===== src/rtl/if_fetch_unit.sv =====
// Instruction fetch stage: owns the PC, runs a single-outstanding req/gnt/rvalid fetch and
// feeds the IF/ID register through an output slot backed by a one-entry skid buffer.
module if_fetch_unit #(
  parameter logic [31:0] RESET_PC = 32'h0000_0000
) (
  input  logic        clk,
  input  logic        rst,
  input  logic        stall,
  input  logic        redirect,
  input  logic [31:0] redirect_pc,
  output logic        imem_req,
  output logic [31:0] imem_addr,
  input  logic        imem_gnt,
  input  logic        imem_rvalid,
  input  logic [31:0] imem_rdata,
  output logic [31:0] if_pc,
  output logic [31:0] if_instr,
  output logic        if_valid
);

  localparam logic [31:0] Nop = 32'h0000_0013;

  typedef enum logic [1:0] {StReq, StWait, StBuf, StDrop} state_e;

  state_e      state_q, state_d;
  logic [31:0] pc_q, pc_d;
  logic [31:0] out_pc_q, out_pc_d;
  logic [31:0] out_instr_q, out_instr_d;
  logic        out_valid_q, out_valid_d;
  logic [31:0] skid_pc_q, skid_pc_d;
  logic [31:0] skid_instr_q, skid_instr_d;
  logic        skid_valid_q, skid_valid_d;
  logic        consume;

  assign consume   = out_valid_q && !stall && !redirect;
  assign imem_req  = (state_q == StReq);
  assign imem_addr = pc_q;
  assign if_pc     = out_pc_q;
  assign if_instr  = out_instr_q;
  assign if_valid  = out_valid_q;

  always_comb begin
    state_d      = state_q;
    pc_d         = pc_q;
    out_pc_d     = out_pc_q;
    out_instr_d  = out_instr_q;
    out_valid_d  = out_valid_q;
    skid_pc_d    = skid_pc_q;
    skid_instr_d = skid_instr_q;
    skid_valid_d = skid_valid_q;

    // A consumed slot empties unless a load below refills it in the same cycle.
    if (consume) begin
      out_valid_d = 1'b0;
      out_instr_d = Nop;
    end

    if (redirect) begin
      pc_d         = redirect_pc & ~32'd3;
      out_valid_d  = 1'b0;
      out_instr_d  = Nop;
      skid_valid_d = 1'b0;
      unique case (state_q)
        StReq:   state_d = imem_gnt ? StDrop : StReq;
        StWait:  state_d = imem_rvalid ? StReq : StDrop;
        StBuf:   state_d = StReq;
        StDrop:  state_d = imem_rvalid ? StReq : StDrop;
        default: state_d = StReq;
      endcase
    end else begin
      unique case (state_q)
        StReq: begin
          if (imem_gnt) state_d = StWait;
        end
        StWait: begin
          if (imem_rvalid) begin
            pc_d = pc_q + 32'd4;
            if (!out_valid_q || consume) begin
              out_pc_d    = pc_q;
              out_instr_d = imem_rdata;
              out_valid_d = 1'b1;
              state_d     = StReq;
            end else begin
              skid_pc_d    = pc_q;
              skid_instr_d = imem_rdata;
              skid_valid_d = 1'b1;
              state_d      = StBuf;
            end
          end
        end
        StBuf: begin
          if (consume) begin
            out_pc_d     = skid_pc_q;
            out_instr_d  = skid_instr_q;
            out_valid_d  = 1'b1;
            skid_valid_d = 1'b0;
            state_d      = StReq;
          end
        end
        StDrop: begin
          if (imem_rvalid) state_d = StReq;
        end
        default: state_d = StReq;
      endcase
    end
  end

  always_ff @(posedge clk) begin
    if (rst) begin
      state_q      <= StReq;
      pc_q         <= RESET_PC;
      out_pc_q     <= 32'h0;
      out_instr_q  <= Nop;
      out_valid_q  <= 1'b0;
      skid_pc_q    <= 32'h0;
      skid_instr_q <= Nop;
      skid_valid_q <= 1'b0;
    end else begin
      state_q      <= state_d;
      pc_q         <= pc_d;
      out_pc_q     <= out_pc_d;
      out_instr_q  <= out_instr_d;
      out_valid_q  <= out_valid_d;
      skid_pc_q    <= skid_pc_d;
      skid_instr_q <= skid_instr_d;
      skid_valid_q <= skid_valid_d;
    end
  end

endmodule


===== config.mk =====
export PLATFORM = sky130hd
export DESIGN_NAME = if_fetch_unit
export DESIGN_NICKNAME = d
export VERILOG_FILES = /design/src/rtl/if_fetch_unit.sv
export SDC_FILE = /design/constraint.sdc
export NUM_CORES = 1
export LEC_CHECK = 0
export ABC_AREA = 1
export BUFFER_PORTS_ARGS = -buffer_cell sky130_fd_sc_hd__buf_4
export CAP_MARGIN = 40
export CORE_ASPECT_RATIO = 0.9
export CORE_MARGIN = 1.5
export CORE_UTILIZATION = 55
export CTS_BUF_LIST = sky130_fd_sc_hd__clkbuf_16
export DETAILED_ROUTE_END_ITERATION = 10
export PLACE_DENSITY = 0.8
export SETUP_SLACK_MARGIN = 0.1
export SYNTH_ARGS = -nofsm -noshare
export SYNTH_HDL_FRONTEND = slang
export SYNTH_SLANG_ARGS = --single-unit

===== constraint.sdc =====
create_clock -name clk -period 2.3 [get_ports clk]
set_input_delay 0.23 -clock clk [delete_from_list [all_inputs] [get_ports clk]]
set_output_delay 0.23 -clock clk [all_outputs]
set_load 0.1 [all_outputs]

Word level (Yosys, flattened, before mapping)
Index checks and enable logic that the tools add are counted.
{"block": "op_classes", "n_addsub": 1, "eq_ne": 10, "n_mux": 27, "bitwise": 2, "n_reduce_logical": 17}
{"cell": "32-bit 2-to-1 mux", "n": 10}
{"cell": "32-bit case mux with 2 select lines", "n": 2}
{"cell": "32-bit by 3-bit adder with 32-bit output (second input constant)", "n": 1}
{"cell": "2-bit 2-to-1 mux", "n": 8}
{"cell": "3-bit != test (second input constant)", "n": 3}
{"cell": "2-bit case mux with 4 select lines", "n": 1}
{"cell": "4-bit AND reduction", "n": 2}
{"cell": "2-bit != test (second input constant)", "n": 3}
{"cell": "2-bit case mux with 3 select lines", "n": 1}
{"cell": "2-bit nonzero test", "n": 3}
{"cell": "5-bit AND reduction", "n": 1}
{"cell": "2-bit == test (second input constant)", "n": 2}
{"cell": "1-bit 2-to-1 mux", "n": 4}
{"cell": "2-bit AND reduction", "n": 2}
{"cell": "2-bit OR reduction", "n": 2}
{"cell": "1-bit logical NOT", "n": 3}
{"cell": "3-bit by 2-bit != test with 1-bit output (second input constant)", "n": 1}
{"cell": "2-bit by 1-bit == test with 1-bit output (second input constant)", "n": 1}
{"cell": "1-bit logical AND", "n": 2}
{"cell": "2-bit logical NOT", "n": 1}
{"cell": "1-bit NOT", "n": 2}
{"cell": "1-bit case mux with 2 select lines", "n": 1}
{"cell": "1-bit logical OR", "n": 1}
{"block": "totals", "register_bits": 163, "elab_cells": 65}

Logic depth before layout (Yosys ltp)
{"block": "depth", "depth_word": 8, "ltp_mapped": 12, "ltp_nobuf": 10}

Worst setup path after synthesis
Ideal clock, no wire load.
{"block": "synth_timing", "path_type": "reg-to-reg", "startpoint": "register pc_q[3] (netlist: imem_addr[3])", "endpoint": "register pc_q[14] (netlist: imem_addr[14])", "setup_time_ns": 0.110, "arrival_ns": 2.258, "required_ns": 2.190, "setup_slack_ns": -0.068, "stages_incl_launch_ff": 11, "period_less_slack_ns": 2.368, "path_cell_list": "dfxtp_1 > ha_1 > nand2_1 > nor2_1 > nand2_1 > nor2_2 > nand2_1 > a21oi_1 > o21ai_0 > nand2_1 > inv_1"}
{"block": "synth_between", "elab_chain_cells": 4}
{"item": "start: declaration", "line": "26", "text": "logic [31:0] pc_q, pc_d;"}
{"item": "start signal: assignment", "line": "120", "text": "pc_q <= pc_d;"}
{"item": "32-bit by 3-bit adder with 32-bit output", "line": "77", "text": "pc_d = pc_q + 32'd4;"}
{"item": "32-bit 2-to-1 mux", "line": "76", "text": "if (imem_rvalid) begin"}
{"item": "32-bit 2-to-1 mux", "line": "71", "text": "unique case (state_q)"}
{"item": "32-bit 2-to-1 mux", "line": "58", "text": "if (redirect) begin"}
No other way between the ends. The select of a mux whose other input is x is not followed.
A chain may end at the register's enable or synchronous reset.

Final worst setup path
{"block": "layout_timing", "startpoint": "register state_q[1]", "endpoint": "register skid_instr_q[25]"}
{"block": "layout_between", "elab_chain_cells": 2}
{"item": "start: declaration", "line": "25", "text": "state_e state_q, state_d;"}
{"item": "start signal: assignment", "line": "110", "text": "state_q <= StReq;"}
{"item": "start signal: assignment", "line": "119", "text": "state_q <= state_d;"}
{"item": "2-bit by 1-bit == test with 1-bit output", "line": "71"}
{"item": "4-bit AND reduction (no line)"}
{"item": "end signal: assignment", "line": "116", "text": "skid_instr_q <= Nop;"}
{"item": "end signal: assignment", "line": "125", "text": "skid_instr_q <= skid_instr_d;"}
{"item": "end: declaration", "line": "31", "text": "logic [31:0] skid_instr_q, skid_instr_d;"}
No other way between the ends.

==> flow_summary_export.csv <==
group,metric,value,unit
setup_path,cpPeakStageDelay,0.38,ns
timing,tightest_slew,0.702,ns
yosys,synth_warnings,0,
detailed_routing,viasPerCell,5.58,
floorplan,fp.dieW,130,um
setup_path,worstSetupPathType,"flop to flop",
clock_network,cts.path.max_buffers,2,
grt,grt_pass1_vias,7273,
timing,skew,0.0115,ns
setup_path,critPathMaxFanout,25,
detailed_routing,drt-pass1-iter-count,5,
yosys,synthCells,1194,
final_layout,syn_to_final_growth,23.8,%
grt,grt_usage,30.2,%
detailed_routing,ant_nets,0,
detailed_routing,drc,0,
clock_network,cts_tree,"done",
clock_network,cts-root-buf,"clkbuf_16",
timing,hold_viol,0,
placed_design,io_buffers,161,
floorplan,io_pins,168,
clock_network,htreeDepth,4,
placed_design,dp.cells,1484,
floorplan,placementRows,41,
timing,fin_tns_setup,0,ns
clock_network,cts.sinks,157,
yosys,netlist_area,0.00795,mm^2
clock_network,clk_pin_slew,0.06,ns
timing,finalCriticalPeriod,2.04,ns
power_and_ir_drop,total_power,9.71,mW
setup_path,ff2ff_path_depth,10,
detailed_routing,wl,22800,um
clock_network,post_cts_buffers,0,
clock_network,postCtsResizedCells,0,
run,max_cap_viol_count,0,
grt,grt.overflow.total,0,
placed_design,gp_congestion,0.915,
power_and_ir_drop,power.density,987,mW/mm^2
floorplan,die_area,0.0152,mm^2
detailed_routing,wl_per_cell,15.1,um
detailed_routing,drt-initial-drc-count,1027,
final_layout,diodes,0,
power_and_ir_drop,peakVddDrop,0.602,mV
grt,antenna_found_initial,0,
yosys,postSynth.asyncResetShare,0,%
yosys,ys_seq_elements,157,
setup_path,worstPathCellList,"inv_1 -> ha_1 -> nand2_4 -> nor2_8 -> inv_2 -> nor2_4 -> inv_2 -> buf_4 -> nor2_1 -> nor2_1",
yosys,yosysSeqAreaShare,39.6,%
setup_path,start_kind,"flop",
power_and_ir_drop,pwr-share-clk,28.8,%
yosys,ys_types,40,
yosys,synthFlopType,"dfxtp_1",
yosys,synth-edff-count,0,
power_and_ir_drop,switchingPower,4.15,mW
timing,fmax,490,MHz
final_layout,nets,1386,
worst_hold_path,min-delay-path-class,"input pin to flop",
setup_path,cpMaxStageDelayCell,"dfxtp_1",
floorplan,die_h,117,um
setup_path,worstPathRequired,2.65,ns
power_and_ir_drop,power_leakage,4.27,nW
grt,grt_max_degree,86,
yosys,avgSynthCellArea,6.65,um^2
timing,setup_viol,0,
power_and_ir_drop,seqPwrFrac,32.5,%
clock_network,clk_latency,0.43,ns
placed_design,dp_hpwl,14800,um
timing,max_slew_margin,53.1,%
power_and_ir_drop,combPwrFrac,38.7,%
clock_network,hold_buffers,0,
final_layout,num-fill-cells,1240,
detailed_routing,num_vias,8453,
power_and_ir_drop,sw_frac_of_total,42.8,%
timing,rsz0062_at_grt,"false",
grt,grt_pass1_wl,36000,um
timing,drv_slew,0,
floorplan,core_area,0.0141,mm^2
setup_path,cp.arrival,2.39,ns
outcome,status,"finished clean",
worst_hold_path,hold_depth,3,
timing,holdWs,0.0443,ns
final_layout,drive_gt1_share,17.3,%
timing,period_share,88.7,%
clock_network,cts-buffers-inserted,17,
final_layout,instances_no_fill,1514,
setup_path,cp-end-kind,"flop",
floorplan,initial_core_util,56.5,%
power_and_ir_drop,p_int,5.55,mW
critical path: cells and delay by family, from the launching register on:
family / cells / cell delay, ns
adders and majority gates: 1 / 0.26
and+or+nand+nor: 5 / 0.50
buffers and inverters: 4 / 0.82
DFF: 1 / 0.38
layer usage:
layer  global-route usage [%]  wire length [um]  vias to the layer above
li1                         -                 -                     4187
met1                     45.7             10700                     3847
met2                     43.6              9830                      394
met3                     5.27              1980                       25
met4                     8.96               287                        0
met5                        0                 0                        -
per-stage QoR:
| stage | util [%] | worst slack, ns | area (um^2) |
|---|---|---|---|
| 5_1_grt | 70.0 | 0.124 | 9840 |
| 3_5_place_dp | 65.9 | 0.270 | 9260 |
| 6_report | 70.0 | 0.260 | 9840 |
| 2_1_floorplan | - | 0.116 | 7960 |
| 4_1_cts | 70.0 | 0.207 | 9830 |
| 3_3_place_gp | 65.9 | 0.314 | 9260 |
kinds of logic after synthesis:
family	share of synthesized area, %
and+or+nand+nor	25.8
AOI/OAI and AO/OA	23.8
DFF	39.6
buffers and inverters	8.08
muxes	1.01
xor gates and xnor gates	0.772
adders and majority gates	0.945
other	0.0472
power groups by stage:
| stage | sequential (mW) | combinational [mW] | clock, mW |
|---|---|---|---|
| 2_1_floorplan | 4.75 | 1.33 | 0 |
| 3_3_place_gp | 3.21 | 3.67 | 0 |
| 3_5_place_dp | 3.21 | 3.71 | 0 |
| 4_1_cts | 3.15 | 3.74 | 2.82 |
| 5_1_grt | 3.18 | 3.99 | 2.94 |
| 6_report | 3.16 | 3.76 | 2.79 |
state kept, by name, indices dropped and copies added (netlist names):
register	count
skid_instr_q	32
if_pc	30
state_q	2
if_instr	32
skid_pc_q	30
imem_addr	30
if_valid	1
final timing paths:
check                                                     end  slack (ns)                           from
worst max-delay path            skid_instr_q[25]$_SDFFE_PP0P_        0.26        state_q[1]$_SDFFE_PP0P_
worst min-delay path            skid_instr_q[31]$_SDFFE_PP0P_        0.04                 imem_rdata[31]
worst max register to register  skid_instr_q[25]$_SDFFE_PP0P_        0.26        state_q[1]$_SDFFE_PP0P_
worst min register to register  skid_instr_q[24]$_SDFFE_PP0P_        0.45  skid_instr_q[24]$_SDFFE_PP0P_
synthesized netlist by cell type, types with 3 or more instances:
| master | count | area share, % |
|---|---|---|
| inv_1 | 61 | 2.9 |
| a21o_1 | 6 | 0.57 |
| a21oi_1 | 166 | 10 |
| a31oi_1 | 9 | 0.71 |
| dfxtp_1 | 157 | 40 |
| xnor2_1 | 3 | 0.33 |
| xor2_1 | 4 | 0.44 |
| nand3b_1 | 3 | 0.28 |
| o21ai_1 | 13 | 0.82 |
| buf_1 | 8 | 0.38 |
| inv_2 | 3 | 0.14 |
| buf_2 | 27 | 1.7 |
| buf_4 | 8 | 0.76 |
| nand3_1 | 38 | 2.4 |
| clkbuf_1 | 44 | 2.1 |
| o2111ai_1 | 22 | 2.4 |
| nand2_1 | 316 | 15 |
| o21ai_0 | 122 | 7.7 |
| nand4_1 | 5 | 0.39 |
| nor2_1 | 142 | 6.7 |
| ha_1 | 6 | 0.94 |
| mux2i_1 | 8 | 1.0 |
cell usage in the layout (no fill, tap or decap), drive strengths merged, types with 3 or more instances in the layout:
cell type,count
a21o,6
a21oi,166
a31oi,9
buf,182
bufinv,3
clkbuf,17
clkinv,9
conb,4
dfxtp,157
ha,6
inv,65
mux2i,8
nand2,318
nand3,39
nand3b,3
nand4,5
nor2,146
o2111ai,22
o21ai,135
xnor2,3
xor2,4
area by class of cell:
type	instances	area [um^2]	area share [%]
Inverter	64	240	2.44
Sequential cell	157	3150	32.0
Timing Repair Buffer	182	1450	14.7
Multi-Input combinational cell	888	4190	42.6
Tap cell	193	241	2.45
Clock inverter	13	150	1.53
Clock buffer	17	425	4.32
Note: power is estimated with default switching activity, not from simulation.
